**src/rtl/edge_pkg.sv**
```systemverilog
// ---------------------------------------------------------------------------
// edge_pkg
// Shared constants and types for the grayscale-to-edge-bitmap writer.
//   IMG_W / IMG_H : frame geometry (64x48); IMG_W is also the bitmap word width
//   AW            : bitmap read-address width seen by the VGA stage
//   PW            : grayscale pixel width
// ---------------------------------------------------------------------------
package edge_pkg;

    localparam int IMG_W = 64;
    localparam int IMG_H = 48;
    localparam int AW    = 7;
    localparam int PW    = 8;

    // Index widths for column (0..63) and row (0..47) counters.
    localparam int CW = $clog2(IMG_W);
    localparam int RW = $clog2(IMG_H);

    typedef logic [IMG_W-1:0] row_t;
    typedef logic [PW-1:0]    pix_t;
    typedef logic [CW-1:0]    col_t;
    typedef logic [RW-1:0]    rowidx_t;

    typedef enum logic [1:0] {
        CLEAR,
        IDLE,
        RUN
    } state_t;

    localparam col_t    LAST_COL = col_t'(IMG_W - 1);
    localparam rowidx_t LAST_ROW = rowidx_t'(IMG_H - 1);

    function automatic pix_t abs_diff(input pix_t a, input pix_t b);
        return (a > b) ? (a - b) : (b - a);
    endfunction

endpackage

```
**src/rtl/edge_frame_writer_if.sv**
```systemverilog
// ---------------------------------------------------------------------------
// edge_frame_writer_if
// Raster pixel stream into the edge writer.
//   s_valid : source has a pixel
//   s_ready : sink can accept a pixel (transfer on s_valid && s_ready)
//   s_data  : grayscale pixel value
//   s_sof   : marks pixel (0,0) of a frame, qualified with s_valid
// ---------------------------------------------------------------------------
interface edge_frame_writer_if;
    import edge_pkg::*;

    logic s_valid;
    logic s_ready;
    pix_t s_data;
    logic s_sof;

    modport master (output s_valid, output s_data, output s_sof, input  s_ready);
    modport slave  (input  s_valid, input  s_data, input  s_sof, output s_ready);

endinterface

```
**src/rtl/edge_bitmap_ram.sv**
```systemverilog
// ---------------------------------------------------------------------------
// edge_bitmap_ram
// 48 x 64-bit edge bitmap, one word per row, bit c = column c.
//   clk     : write clock
//   wr_en   : synchronous write enable
//   wr_addr : row written
//   wr_data : row word written
//   rd_addr : row read by the VGA stage (asynchronous)
//   rd_data : row word; 0 for rd_addr >= 48; old contents on a same-cycle write
// ---------------------------------------------------------------------------
module edge_bitmap_ram
    import edge_pkg::*;
(
    input  logic          clk,
    input  logic          wr_en,
    input  rowidx_t       wr_addr,
    input  row_t          wr_data,
    input  logic [AW-1:0] rd_addr,
    output row_t          rd_data
);

    row_t mem [0:IMG_H-1];

    // NOTE: no reset on the array so it maps onto plain RAM; the writer's
    // CLEAR state zeroes it instead.
    always_ff @(posedge clk) begin
        if (wr_en) begin
            mem[wr_addr] <= wr_data;
        end
    end

    assign rd_data = (rd_addr < AW'(IMG_H)) ? mem[rd_addr[RW-1:0]] : '0;

endmodule

```
**src/rtl/edge_frame_writer.sv**
```systemverilog
// ---------------------------------------------------------------------------
// edge_frame_writer
// Turns a 64x48 grayscale raster stream into a 1-bit gradient edge map
// (|p-left| + |p-up| > thresh) and stores one 64-bit word per row.
//   clk, rst   : clock, asynchronous active-high reset
//   s          : pixel stream (slave side)
//   thresh     : edge threshold, latched on an accepted s_sof
//   rd_addr    : bitmap row address from the VGA stage
//   rd_data    : bitmap row, combinational from rd_addr
//   frame_done : one-cycle pulse in the cycle row 47 is written
//   sync_err   : one-cycle pulse after an s_sof accepted mid-frame
// ---------------------------------------------------------------------------
module edge_frame_writer
    import edge_pkg::*;
(
    input  logic               clk,
    input  logic               rst,
    edge_frame_writer_if.slave s,
    input  pix_t               thresh,
    input  logic [AW-1:0]      rd_addr,
    output row_t               rd_data,
    output logic               frame_done,
    output logic               sync_err
);

    state_t  state, state_next;
    rowidx_t clr_addr;
    col_t    col;
    rowidx_t row;
    pix_t    thresh_q;
    pix_t    left_q;
    pix_t    line_buf [0:IMG_W-1];
    row_t    row_reg;
    logic    wr_en_q;
    rowidx_t wr_addr_q;
    row_t    wr_data_q;

    logic    accept, start, take_pix, row_end, frame_end;
    col_t    eff_c;
    rowidx_t eff_r;
    pix_t    up_pix, thr_eff;
    logic [PW:0] dx, dy, grad;
    logic    edge_bit;
    row_t    row_word;

    logic    ram_we;
    rowidx_t ram_wa;
    row_t    ram_wd;

    // s_ready is a pure function of state, so decode the transfer from state
    // directly instead of feeding s_ready back into logic.
    assign accept   = s.s_valid && (state != CLEAR);
    assign start    = accept && s.s_sof;
    // In IDLE only a start-of-frame pixel is processed; strays are dropped.
    assign take_pix = accept && (s.s_sof || state == RUN);

    // NOTE: every output of a combinational block gets a default first, so no
    // path leaves it unassigned and no latch is inferred.
    always_comb begin
        state_next = state;
        s.s_ready  = 1'b0;
        case (state)
            CLEAR: if (clr_addr == LAST_ROW) state_next = IDLE;
            IDLE: begin
                s.s_ready = 1'b1;
                if (start) state_next = RUN;
            end
            RUN: begin
                s.s_ready = 1'b1;
                if (frame_end) state_next = IDLE;
            end
            default: state_next = CLEAR;
        endcase
    end

    // A start-of-frame pixel is always (0,0), wherever the counters were.
    always_comb begin
        eff_c    = start ? '0 : col;
        eff_r    = start ? '0 : row;
        up_pix   = line_buf[eff_c];
        dx       = (eff_c == '0) ? '0 : {1'b0, abs_diff(s.s_data, left_q)};
        dy       = (eff_r == '0) ? '0 : {1'b0, abs_diff(s.s_data, up_pix)};
        grad     = dx + dy;
        thr_eff  = start ? thresh : thresh_q;
        edge_bit = grad > {1'b0, thr_eff};
        row_word = row_reg;
        row_word[IMG_W-1] = edge_bit;
    end

    assign row_end   = take_pix && (eff_c == LAST_COL);
    assign frame_end = row_end && (eff_r == LAST_ROW);

    // NOTE: sequential state uses non-blocking assignments so every register
    // samples pre-edge values regardless of statement order.
    always_ff @(posedge clk or posedge rst) begin
        if (rst) begin
            state <= CLEAR;
        end else begin
            state <= state_next;
        end
    end

    always_ff @(posedge clk or posedge rst) begin
        if (rst) begin
            clr_addr   <= '0;
            col        <= '0;
            row        <= '0;
            thresh_q   <= '0;
            left_q     <= '0;
            row_reg    <= '0;
            wr_en_q    <= 1'b0;
            wr_addr_q  <= '0;
            wr_data_q  <= '0;
            frame_done <= 1'b0;
            sync_err   <= 1'b0;
        end else begin
            wr_en_q    <= row_end;
            frame_done <= frame_end;
            // Any s_sof seen in RUN is out of place: the fresh-frame (0,0)
            // pixel is always taken in IDLE.
            sync_err   <= start && (state == RUN);

            if (state == CLEAR) clr_addr <= clr_addr + rowidx_t'(1);
            if (start)          thresh_q <= thresh;

            if (take_pix) begin
                left_q         <= s.s_data;
                row_reg[eff_c] <= edge_bit;
                if (row_end) begin
                    wr_addr_q <= eff_r;
                    wr_data_q <= row_word;
                end
                if (frame_end) begin
                    col <= '0;
                    row <= '0;
                end else if (row_end) begin
                    col <= '0;
                    row <= eff_r + rowidx_t'(1);
                end else begin
                    col <= eff_c + col_t'(1);
                    row <= eff_r;
                end
            end
        end
    end

    // Old line-buffer entry is read combinationally above, so the write here
    // gives read-before-write for free.
    always_ff @(posedge clk) begin
        if (take_pix) line_buf[eff_c] <= s.s_data;
    end

    // CLEAR owns the write port; pixel traffic cannot overlap it.
    assign ram_we = (state == CLEAR) || wr_en_q;
    assign ram_wa = (state == CLEAR) ? clr_addr : wr_addr_q;
    assign ram_wd = (state == CLEAR) ? '0 : wr_data_q;

    edge_bitmap_ram u_ram (
        .clk     (clk),
        .wr_en   (ram_we),
        .wr_addr (ram_wa),
        .wr_data (ram_wd),
        .rd_addr (rd_addr),
        .rd_data (rd_data)
    );

endmodule

```
**src/flat_wrapper.sv**
```systemverilog
// flat-port wrapper written by rule: the top's interface ports become plain ports
module edge_frame_writer_flat import edge_pkg::*;
  (clk, rst, thresh, rd_addr, rd_data, frame_done, sync_err, s_s_valid, s_s_data, s_s_sof, s_s_ready);
  edge_frame_writer_if s_i ();
  input  logic clk;
  input  logic rst;
  input  pix_t thresh;
  input  logic [AW-1:0] rd_addr;
  output row_t rd_data;
  output logic frame_done;
  output logic sync_err;
  input wire logic [$bits(s_i.s_valid)-1:0] s_s_valid;
  input wire logic [$bits(s_i.s_data)-1:0] s_s_data;
  input wire logic [$bits(s_i.s_sof)-1:0] s_s_sof;
  output wire logic [$bits(s_i.s_ready)-1:0] s_s_ready;
  assign s_i.s_valid = s_s_valid;
  assign s_i.s_data = s_s_data;
  assign s_i.s_sof = s_s_sof;
  assign s_s_ready = s_i.s_ready;
  edge_frame_writer u_core (.clk(clk), .rst(rst), .s(s_i), .thresh(thresh), .rd_addr(rd_addr), .rd_data(rd_data), .frame_done(frame_done), .sync_err(sync_err));
endmodule
```
**config.mk**
```make
export PLATFORM = sky130hd
export DESIGN_NAME = edge_frame_writer_flat
export DESIGN_NICKNAME = d
export VERILOG_FILES = /design/src/rtl/edge_pkg.sv /design/src/rtl/edge_frame_writer_if.sv /design/src/rtl/edge_bitmap_ram.sv /design/src/rtl/edge_frame_writer.sv /design/src/flat_wrapper.sv
export SDC_FILE = /design/constraint.sdc
export NUM_CORES = 2
export LEC_CHECK = 0
export CORE_MARGIN = 2
export CORE_UTILIZATION = 51
export CTS_CLUSTER_SIZE = 30
export DETAILED_ROUTE_END_ITERATION = 7
export GPL_TIMING_DRIVEN = 0
export PLACE_DENSITY = 0.66
export SLEW_MARGIN = 10
export SYNTH_ARGS = -nofsm -noshare
export SYNTH_HDL_FRONTEND = slang
export SYNTH_SLANG_ARGS = --single-unit
export TNS_END_PERCENT = 30
```
**constraint.sdc**
```tcl
create_clock -name clk -period 13.05 [get_ports clk]
set_input_delay 2.61 -clock clk [delete_from_list [all_inputs] [get_ports clk]]
set_output_delay 2.61 -clock clk [all_outputs]
set_load 0.05 [all_outputs]
```
==> run metrics <==
via count=about 75k; Hold Crit Start=u_core.row_reg[60]; Worst setup SP type=primary input; max-cap viol count=0; area share of xor/xnor cells in the synthesized design=0.001083; Total Power=approximately 25 mW; simple-gate share of the synthesized area=0.02652; grt total ovfl=0; Rows=196; Slew headroom=0.1020; CTS sink count=around 3.8k; Post-Layout Cell Count=approximately 12k; synthesis-to-finish area growth=16.23%; Reg2Reg Setup Slack=2.87 ns; Peak VDD IR=around 0.00011 V; Post-Synth Adder-Cell Area=0.005331; Synth Net Count=6864; EDFF count, synth=around 3.6k; vias per cell=6.507; CP max-delay cell=clkbuf_1; CP Max Fanout=10; Die Width=538.2 um; CP startpoint=s_s_sof; RR Endpoint=u_core.row_reg[24]; initial antenna violation count=14; count of hold-fix buffers inserted at cts=0; final max-slew violation count=0; final hold slack=between 0.4 and 0.5 ns; Worst EP required=about 14 ns; Worst Hold Class=flop to flop; final setup fails=0; post-route ant nets=0; Final Cell Area=~0.17 mm^2; routed len/inst=between 30 and 40 um; largest net degree at the start of global routing=96; Die Height=538.2 um; RSZ-0062 raised after global routing=false; reg2reg start=u_core.state[0]; P per Cell Area=149.9 mW/mm^2; Async SR Flop Fraction=0.04579; Final Cycle Share=0.9090; crit path kind=primary input to flop; Clock transition at path regs=roughly 0.06 ns; clk_skew=~0.070 ns; Worst Max-Slew Pin Slew=around 1.3 ns; placed cell areas=0.1566 mm^2; Setup Fix Bufs, Post-CTS=0; post-route minimum period=11.86 ns; Most common cell on crit path=clkbuf_1; Num CTS Buffers=377; drt first pass iters=6; vias in the first global route=74.78k; sequential-to-total area share from yosys stat=0.7692; crit path buf inv count=7; DRC Markers=0; Hold Fails Final Rpt=0; CP top delay family=buffers and inverters; post-synthesis cell type count=71; Worst Hold Endpoint=u_core.wr_data_q[60]; syn_area_per_cell=about 21 um^2; DP HPWL=roughly 280000 um; layout cells sized above 1=0.2656; status=complete, no violations; Primary FF master, synth=edfxtp_1; R2R depth=32; Synth warnings=0; Crit. End Element=flop; full die area=0.2896 mm^2; worst skew pair latency=0.96 ns; PostCTS Resize Cnt=0; first-pass GRT wire length=574400 um; core area=between 0.2 and 0.3 mm^2; WHS Path Cells=2; mux cell area share after synthesis=0.1558; CTS tree=yes; Root Driver=clkbuf_16; Fmax=around 84 MHz; Nets=7556; Post-Route WL=about 410000 um; critical path's largest stage delay=~0.98 ns; htree depth=5; largest family of logic cells by synthesized area=multiplexers; Max Root-Sink Buffers=4; Compound-Gate Fraction of Synth Area=0.02939; post-synthesis register bit count=approximately 3.8k; Initial Utilization=0.5115; P_leak=~46 nW; post-route setup TNS=0 ns; global placement routability congestion=roughly 0.95; dpl cells=10.85k; Buffers on Ports=slightly below 90; Cells after Synth=6778; initial DRC count=approximately 11k; GRT Total Usage=0.2856; Crit path arrival time=~13 ns; max FFs per register=3072; synthesized cell area=approximately 0.15 mm^2; Top Ports=94
## metal layers
metal | track usage | vias up | wire length (um)
met5 | 0 | - | 16
met4 | 0.1161 | 2 | 19700
met3 | 0.04965 | 838 | 40370
met2 | 0.4659 | 4535 | 201100
met1 | 0.3857 | 40050 | 152700
li1 | - | 29790 | -
## cells in the final DEF (no fill, tap or decap), types with 20 or more instances in the layout
cell type	synthesis	layout
o22ai_1	63	63
nor3_1	21	20
a21o_1	22	22
nor2_4	0	48
nand3_1	31	31
a221o_1	77	77
nor2_2	2	22
a31oi_1	21	21
a21oi_1	136	135
o21ai_0	57	57
buf_16	0	34
clkinv_1	0	80
inv_1	58	57
buf_12	0	180
o221ai_1	26	26
nor2b_1	147	83
nand2_1	307	307
and3_1	24	24
nor2_1	220	152
mux2i_1	103	103
clkbuf_1	202	259
a211oi_1	50	49
ha_1	54	54
mux2_2	26	26
clkbuf_16	0	382
clkdlybuf4s50_1	0	81
nor2b_4	0	61
buf_1	39	34
edfxtp_1	3584	3584
buf_2	125	134
mux4_2	948	948
clkinv_2	0	79
bufinv_16	0	41
dfrtp_1	172	172
## logic make-up after synthesis
group | after synthesis
and+or+nand+nor | 831
muxes | 1077
buffers and inverters | 437
adders and majority gates | 59
AOI/OAI and AO/OA | 600
xor gates and xnor gates | 18
DFF | 3756
## area by class of cell
| class | count | area [um^2] |
|---|---|---|
| inverter | 60 | 232.7 |
| timing repair buffer | 313 | 5522 |
| tap | 3762 | 4707 |
| antenna | 4 | 10.01 |
| multi-input combinational | 2585 | 32630 |
| fill | 19850 | 115300 |
| clock inverter | 242 | 2542 |
| buffer | 377 | 1648 |
| clock buffer | 460 | 9922 |
| sequential | 3756 | 111900 |
## cells in the mapped netlist (8+ instances only)
master	n	area share
nor2_1	220	0.0057
nor2b_1	147	0.0063
ha_1	54	0.0046
a211oi_1	50	0.0026
a31o_2	10	0.00060
a31oi_1	21	0.00090
edfxtp_1	3584	0.74
nand4_1	11	0.00047
dfrtp_1	172	0.030
inv_1	58	0.0015
mux2_2	26	0.0020
o221ai_1	26	0.0016
clkbuf_1	202	0.0052
buf_2	125	0.0043
o32ai_1	17	0.0010
or3_1	12	0.00052
and3_1	24	0.0010
a22oi_1	12	0.00062
nand3_1	31	0.0011
a221o_1	77	0.0053
buf_4	8	0.00041
a211o_1	13	0.00078
nor3_1	21	0.00072
xnor2_1	11	0.00066
a221oi_1	10	0.00060
buf_1	39	0.0010
a21oi_1	136	0.0047
o22ai_1	63	0.0027
o21ai_0	57	0.0020
o211ai_1	16	0.00083
nand2_1	307	0.0079
mux4_2	948	0.15
mux2i_1	103	0.0071
a21o_1	22	0.0011
nand2b_1	15	0.00064
## worst register-to-register path: cells and delay by family (launching register included)
family / cells / cell delay [ns]
buffers and inverters: 7 / 3.48
AOI/OAI and AO/OA: 13 / 2.86
and+or+nand+nor: 6 / 1.52
adders and majority gates: 4 / 1.28
muxes: 1 / 0.39
DFF: 1 / 0.38
xor gates and xnor gates: 1 / 0.12
## where the power goes
part           internal [mW]  switching (mW)  leakage (nW)
logic                  0.422           0.969          11.8
clock network           6.25            4.66          6.08
registers               13.0         0.00503          28.1
total                   19.7            5.63          46.0
## worst max path at each step
stage                          to  slack (ns)  depth (start not counted)
5_1_grt        u_core.row_reg[22]        0.92                         31
4_1_cts        u_core.row_reg[24]        1.40                         31
6_report       u_core.row_reg[24]        1.19                         31
3_5_place_dp   u_core.row_reg[24]        0.44                         31
2_1_floorplan   u_core.row_reg[2]        4.12                         30
3_3_place_gp   u_core.row_reg[24]       -0.63                         30
## metrics by stage
step | util | setup WS, ns
final | 0.5946 | 1.188
after detailed placement | 0.5507 | 0.4363
after global placement | 0.5312 | -0.6282
after global routing | 0.5946 | 0.9207
after CTS | 0.5945 | 1.396
after floorplan | - | 4.119
No activity file was read; power rests on OpenSTA's default activity.
